$ cat src/rtl/cfg_bitstream_loader_if.sv
// Serial bitstream handshake plus configuration broadcast bus and loader status.
interface cfg_bitstream_loader_if #(
  parameter int unsigned NUM_TILES = 16,
  parameter int unsigned DATA_W    = 32
);
  logic                 bit_in;
  logic                 bit_valid;
  logic                 bit_ready;
  logic [DATA_W-1:0]    config_data;
  logic [NUM_TILES-1:0] config_en;
  logic [15:0]          frame_count;
  logic                 cfg_error;
  logic                 cfg_done;

  // Bitstream source / controller side
  modport master (
    output bit_in, bit_valid,
    input  bit_ready, config_data, config_en, frame_count, cfg_error, cfg_done
  );

  // Loader side
  modport slave (
    input  bit_in, bit_valid,
    output bit_ready, config_data, config_en, frame_count, cfg_error, cfg_done
  );
endinterface

$ cat src/rtl/cfg_bitstream_loader.sv
// Framed serial configuration loader: hunts for SYNC_WORD, collects an 8-bit
// tile address and a DATA_W-bit word (MSB first), then strobes the addressed tile.
module cfg_bitstream_loader #(
  parameter int unsigned NUM_TILES = 16,
  parameter int unsigned DATA_W    = 32,
  parameter logic [7:0]  SYNC_WORD = 8'hA5,
  parameter logic [7:0]  END_ADDR  = 8'hFF
) (
  input logic                   clk,
  input logic                   reset,
  cfg_bitstream_loader_if.slave bus
);
  localparam int unsigned CNT_W      = $clog2(DATA_W);
  localparam logic [7:0]  TILE_LIMIT = 8'(NUM_TILES);

  typedef enum logic [2:0] {HUNT, ADDR, DATA, ISSUE, DONE} state_t;

  state_t            state;
  logic [7:0]        hdr;
  logic [7:0]        addr;
  logic [DATA_W-1:0] word;
  logic [CNT_W-1:0]  cnt;
  logic              take;
  logic [7:0]        hdr_next;
  logic [7:0]        addr_next;
  logic [DATA_W-1:0] word_next;

  // Shift-register next values and the bit-transfer qualifier
  always_comb begin
    take      = bus.bit_valid & bus.bit_ready;
    hdr_next  = {hdr[6:0], bus.bit_in};
    addr_next = {addr[6:0], bus.bit_in};
    word_next = {word[DATA_W-2:0], bus.bit_in};
  end

  // Frame FSM; the tile decode happens on the edge that accepts the last data
  // bit so the strobe and status are registered and visible during ISSUE.
  always_ff @(posedge clk) begin
    if (reset) begin
      state           <= HUNT;
      hdr             <= '0;
      addr            <= '0;
      word            <= '0;
      cnt             <= '0;
      bus.bit_ready   <= 1'b0;
      bus.config_data <= '0;
      bus.config_en   <= '0;
      bus.frame_count <= '0;
      bus.cfg_error   <= 1'b0;
      bus.cfg_done    <= 1'b0;
    end else begin
      bus.config_en <= '0;
      unique case (state)
        HUNT: begin
          bus.bit_ready <= 1'b1;
          if (take) begin
            hdr <= hdr_next;
            if (hdr_next == SYNC_WORD) begin
              state <= ADDR;
              cnt   <= '0;
            end
          end
        end
        ADDR: begin
          bus.bit_ready <= 1'b1;
          if (take) begin
            addr <= addr_next;
            if (cnt == CNT_W'(7)) begin
              cnt   <= '0;
              state <= DATA;
            end else begin
              cnt <= cnt + 1'b1;
            end
          end
        end
        DATA: begin
          bus.bit_ready <= 1'b1;
          if (take) begin
            word <= word_next;
            if (cnt == CNT_W'(DATA_W - 1)) begin
              state         <= ISSUE;
              bus.bit_ready <= 1'b0;
              if (addr < TILE_LIMIT) begin
                bus.config_data <= word_next;
                bus.config_en   <= NUM_TILES'(1) << addr;
                if (bus.frame_count != 16'hFFFF)
                  bus.frame_count <= bus.frame_count + 16'd1;
              end else if (addr == END_ADDR) begin
                bus.cfg_done <= 1'b1;
              end else begin
                bus.cfg_error <= 1'b1;
              end
            end else begin
              cnt <= cnt + 1'b1;
            end
          end
        end
        ISSUE: begin
          hdr <= '0;
          cnt <= '0;
          if (addr == END_ADDR) begin
            state         <= DONE;
            bus.bit_ready <= 1'b0;
          end else begin
            state         <= HUNT;
            bus.bit_ready <= 1'b1;
          end
        end
        DONE: begin
          bus.bit_ready <= 1'b0;
        end
        default: begin
          state         <= HUNT;
          bus.bit_ready <= 1'b0;
        end
      endcase
    end
  end
endmodule

$ cat src/flat_wrapper.sv
// flat-port wrapper written by rule: the top's interface ports become plain ports
module cfg_bitstream_loader_flat 
#(
  parameter int unsigned NUM_TILES = 16,
  parameter int unsigned DATA_W    = 32,
  parameter logic [7:0]  SYNC_WORD = 8'hA5,
  parameter logic [7:0]  END_ADDR  = 8'hFF
)
  (clk, reset, bus_bit_in, bus_bit_valid, bus_bit_ready, bus_config_data, bus_config_en, bus_frame_count, bus_cfg_error, bus_cfg_done);
  cfg_bitstream_loader_if #(.NUM_TILES(NUM_TILES), .DATA_W(DATA_W)) bus_i ();
  input logic clk;
  input logic reset;
  input wire logic [$bits(bus_i.bit_in)-1:0] bus_bit_in;
  input wire logic [$bits(bus_i.bit_valid)-1:0] bus_bit_valid;
  output wire logic [$bits(bus_i.bit_ready)-1:0] bus_bit_ready;
  output wire logic [$bits(bus_i.config_data)-1:0] bus_config_data;
  output wire logic [$bits(bus_i.config_en)-1:0] bus_config_en;
  output wire logic [$bits(bus_i.frame_count)-1:0] bus_frame_count;
  output wire logic [$bits(bus_i.cfg_error)-1:0] bus_cfg_error;
  output wire logic [$bits(bus_i.cfg_done)-1:0] bus_cfg_done;
  assign bus_i.bit_in = bus_bit_in;
  assign bus_i.bit_valid = bus_bit_valid;
  assign bus_bit_ready = bus_i.bit_ready;
  assign bus_config_data = bus_i.config_data;
  assign bus_config_en = bus_i.config_en;
  assign bus_frame_count = bus_i.frame_count;
  assign bus_cfg_error = bus_i.cfg_error;
  assign bus_cfg_done = bus_i.cfg_done;
  cfg_bitstream_loader #(.NUM_TILES(NUM_TILES), .DATA_W(DATA_W), .SYNC_WORD(SYNC_WORD), .END_ADDR(END_ADDR)) u_core (.clk(clk), .reset(reset), .bus(bus_i));
endmodule
$ cat config.mk
export PLATFORM = sky130hd
export DESIGN_NAME = cfg_bitstream_loader_flat
export DESIGN_NICKNAME = d
export VERILOG_FILES = /design/src/rtl/cfg_bitstream_loader_if.sv /design/src/rtl/cfg_bitstream_loader.sv /design/src/flat_wrapper.sv
export SDC_FILE = /design/constraint.sdc
export NUM_CORES = 1
export LEC_CHECK = 0
export CAP_MARGIN = 20
export CORE_ASPECT_RATIO = 1.5
export CORE_MARGIN = 4
export CORE_UTILIZATION = 30
export DETAILED_ROUTE_END_ITERATION = 8
export SLEW_MARGIN = 20
export SYNTH_ARGS = -nofsm -noshare
export SYNTH_HDL_FRONTEND = slang
export SYNTH_SLANG_ARGS = --single-unit
export TNS_END_PERCENT = 20
$ cat constraint.sdc
create_clock -name clk -period 2.7 [get_ports clk]
set_input_delay 0.27 -clock clk [delete_from_list [all_inputs] [get_ports clk]]
set_output_delay 0.27 -clock clk [all_outputs]
set_load 0.03 [all_outputs]
==> metrics.md <==
| Metric | Value |
|---|---|
| CTS tree | done |
| Slew margin rel. | 61.5% |
| Final non-filler cell total | 832 |
| Seq/Total Area, Yosys | 52.9% |
| IO Pins | 71 |
| GR Overflow Total | 0 |
| Unrepaired setup endpoints after global routing | false |
| Final WS setup | 180 ps |
| Initial Util | 30.5% |
| RePlAce Congestion | 0.810 |
| Min-delay src | reset |
| H-tree depth | 4 |
| # rows | 55 |
| Clock sinks | 121 |
| MaxCap Viol Count | 0 |
| DR vias | 3,903 |
| Net count after synthesis | 552 |
| Number of global-route vias before repair | 3,757 |
| Crit share post-route | 93.3% |
| First-pass detailed-route iteration total | 4 |
| Tot Pwr | 3.96 mW |
| Sw Share | 22.7% |
| Setup CP Type | flip-flop to flip-flop |
| Inst Count DP | 800 |
| DRC errors left | 0 |
| Clk network pwr share | 51.7% |
| Status | finished clean |
| Pwr/cell area | 650 nW/um^2 |
| Sw power | 0.899 mW |
| Final Skew | 6.91 ps |
| RR Endpoint | u_core.bus.config_en[0] |
| Worst slew pin tran | 573 ps |
| Vias per cell | 4.69 |
| First-pass GRT wire length | 17,600 um |
| Mean Syn Cell Area | 8.40 um^2 |
| Leak pwr | 2.02 nW |
| Clk_lat worst skew | 410 ps |
| Worst path required time | 3040 ps |
| Iteration-0 DRC Markers | 189 |
| Fin. Hold Viols | 0 |
| R2R Setup Slk | 180 ps |
| Clock-pin slew on the worst setup and hold paths | 60 ps |
| Post-synth EDFFs | 0 |
| Postcts setup bufs | 0 |
| Syn. warnings | 0 |
| Unique masters post-synth | 43 |
| Core Area | 15,000 um^2 |
| Min-Delay Path Depth | 3 |
| GRT Resource Usage Total | 12.6% |
| Num CTS Buffers | 17 |
| Area delta synth->final | 33.1% |
| Minimum clock period | 2520 ps |
| Antenna diode count | 0 |
| Die height | 159 um |
| Yosys reg bits | 121 |
| HP Class | input port to flip-flop |
| Crit path DAT | 2860 ps |
| Reg2reg path depth | 8 |
| Fillcell total | 1,540 |
| # nets final | 627 |
| Root buffer cell | clkbuf_16 |
| DIE WIDTH | 109 um |
| CTS Buffer Depth | 2 |
| Dpl ws | 129 ps |
| Port buffer count | 70 |
| P_int | 3.06 mW |
| Cell Area, Synth | 4580 um^2 |
| VDD IR max | 0.306 mV |
| Total Neg Setup Slack | 0 ps |
| Crit Path Max Fanout | 16 |
| Synth Instances | 545 |
| Finish-stage setup viols | 0 |
| Die area | 17,300 um^2 |
| DRT Wirelength | 10,500 um |
| Reg power frac | 45.4% |
| FF-to-FF Start | u_core.cnt[0] |
| Pins Over Slew Limit | 0 |
| Hold Path Sink | u_core.state[1] |
| Startpoint Class | flip-flop |
| DR WL/cell | 12.7 um |
| Antenna violations before repair | 0 |
| HPWL Detailed | 7280 um |
| Largest net degree at the start of global routing | 104 |
| Antenna Nets Post-Route | 0 |
| Crit. End Element | flip-flop |
| Share of cells above drive strength 1 | 9.79% |
| Fmax | 397 MHz |
| Ys flop type | dfxtp_1 |
| Combinational power share | 2.9% |
| Final Core Density | 40.6% |
| Asr flop ratio synth | 0% |
==> sequential cells by signal, indices dropped and copies added, names as in the netlist <==
| register | flops |
|---|---|
| u_core.state | 3 |
| u_core.bus.bit_ready | 1 |
| u_core.hdr | 7 |
| u_core.addr | 8 |
| u_core.bus.cfg_done | 1 |
| u_core.word | 31 |
| u_core.cnt | 5 |
| u_core.bus.cfg_error | 1 |
| u_core.bus.frame_count | 16 |
| u_core.bus.config_data | 32 |
| u_core.bus.config_en | 16 |
==> metrics by stage <==
| stage | cell area [um^2] | hold slack [ps] |
|---|---|---|
| floorplan | 4580 | 406 |
| global placement | 5530 | 442 |
| detailed placement | 5530 | 448 |
| CTS | 6080 | 213 |
| global route | 6090 | 245 |
| finish | 6090 | 237 |
==> power groups by stage <==
stage / combinational (mW) / sequential [mW] / clock, mW
after floorplan: 0.0775 / 1.84 / 0
after global placement: 0.112 / 1.83 / 0
after CTS: 0.115 / 1.79 / 2.10
after global routing: 0.125 / 1.79 / 2.17
after detailed placement: 0.115 / 1.83 / 0
final: 0.114 / 1.80 / 2.05
==> routing by layer <==
layer | share of wire (%) | vias to the layer above | track usage (%)
met5 | 0 | - | 0
met4 | 1.0 | 0 | 5.63
met3 | 5.4 | 9 | 4.02
met2 | 52 | 83 | 22.1
met1 | 41 | 1827 | 13.6
li1 | - | 1984 | -
==> synth_stat cells (all sizes together), types with 7 or more instances <==
| cell type | n | area (um^2) |
|---|---|---|
| nor2 | 61 | 229 |
| nand4 | 7 | 43.8 |
| nand2 | 138 | 518 |
| dfxtp | 121 | 2420 |
| nor3 | 10 | 55.1 |
| nand3 | 16 | 80.1 |
| nor4 | 10 | 75.1 |
| xnor2 | 15 | 131 |
| clkbuf | 25 | 93.8 |
| a21oi | 68 | 340 |
| mux2i | 15 | 150 |
==> cells by family after synthesis <==
kind of cell | count (synthesis) | synth area share, %
AND/OR/NAND/NOR | 274 | 27.1
flip-flops | 121 | 52.9
AO/OA/AOI/OAI | 84 | 9.95
buffers and inverters | 32 | 2.79
multiplexers | 16 | 3.53
XOR/XNOR | 15 | 2.87
adder cells (fa/ha/maj) | 3 | 0.820
==> cell usage in the layout, fill, tap and decap left out, drive strengths merged, types with 3 or more instances in the layout <==
cell	synthesis	routed
nand3	16	16
nand3b	4	4
mux2i	15	15
clkinv	0	6
clkdlybuf4s50	0	69
clkbuf	25	19
nor4	10	10
clkinvlp	0	4
nor2	61	61
inv	4	7
nand2	138	138
nand4	7	7
nor2b	4	4
nand2b	3	3
o21ai	4	4
buf	3	15
or3	3	3
xnor2	15	15
and3	4	4
a21oi	68	68
ha	3	3
dfxtp	121	121
nor3	10	10
==> worst max path at each step <==
| stage | startpoint | end |
|---|---|---|
| 3_5_place_dp | u_core.cnt[0] | u_core.bus.config_en[0] |
| 6_report | u_core.cnt[0] | u_core.bus.config_en[0] |
| 2_1_floorplan | u_core.cnt[0] | u_core.bus.frame_count[9] |
| 4_1_cts | u_core.cnt[0] | u_core.bus.config_en[0] |
| 3_3_place_gp | u_core.cnt[0] | u_core.bus.config_en[8] |
| 5_1_grt | u_core.cnt[0] | u_core.bus.config_en[0] |
==> final cells by class <==
type,instances,area [um^2],area share [%]
clock buffer,19,453,7.44
clock inverter,13,96.3,1.58
inverter,4,15.0,0.247
multi-input combinational,392,2040,33.5
sequential,121,2420,39.8
tap,199,249,4.09
timing repair buffer,84,813,13.4
==> critical path, cell delays in order, from the launching register on <==
cell and delay (ps):
dfxtp_1 380, ha_1 210, and3_1 180, ha_2 220, inv_1 80, or4_4 640
buf_4 250, or3_1 370, nor2_1 120
==> timing repair <==
action | CTS | global route
endpoints found under the setup margin | 0 | 9
resized for setup | 0 | 2
hold buffers | 0 | 0
Power figures use the tool's default switching activity.
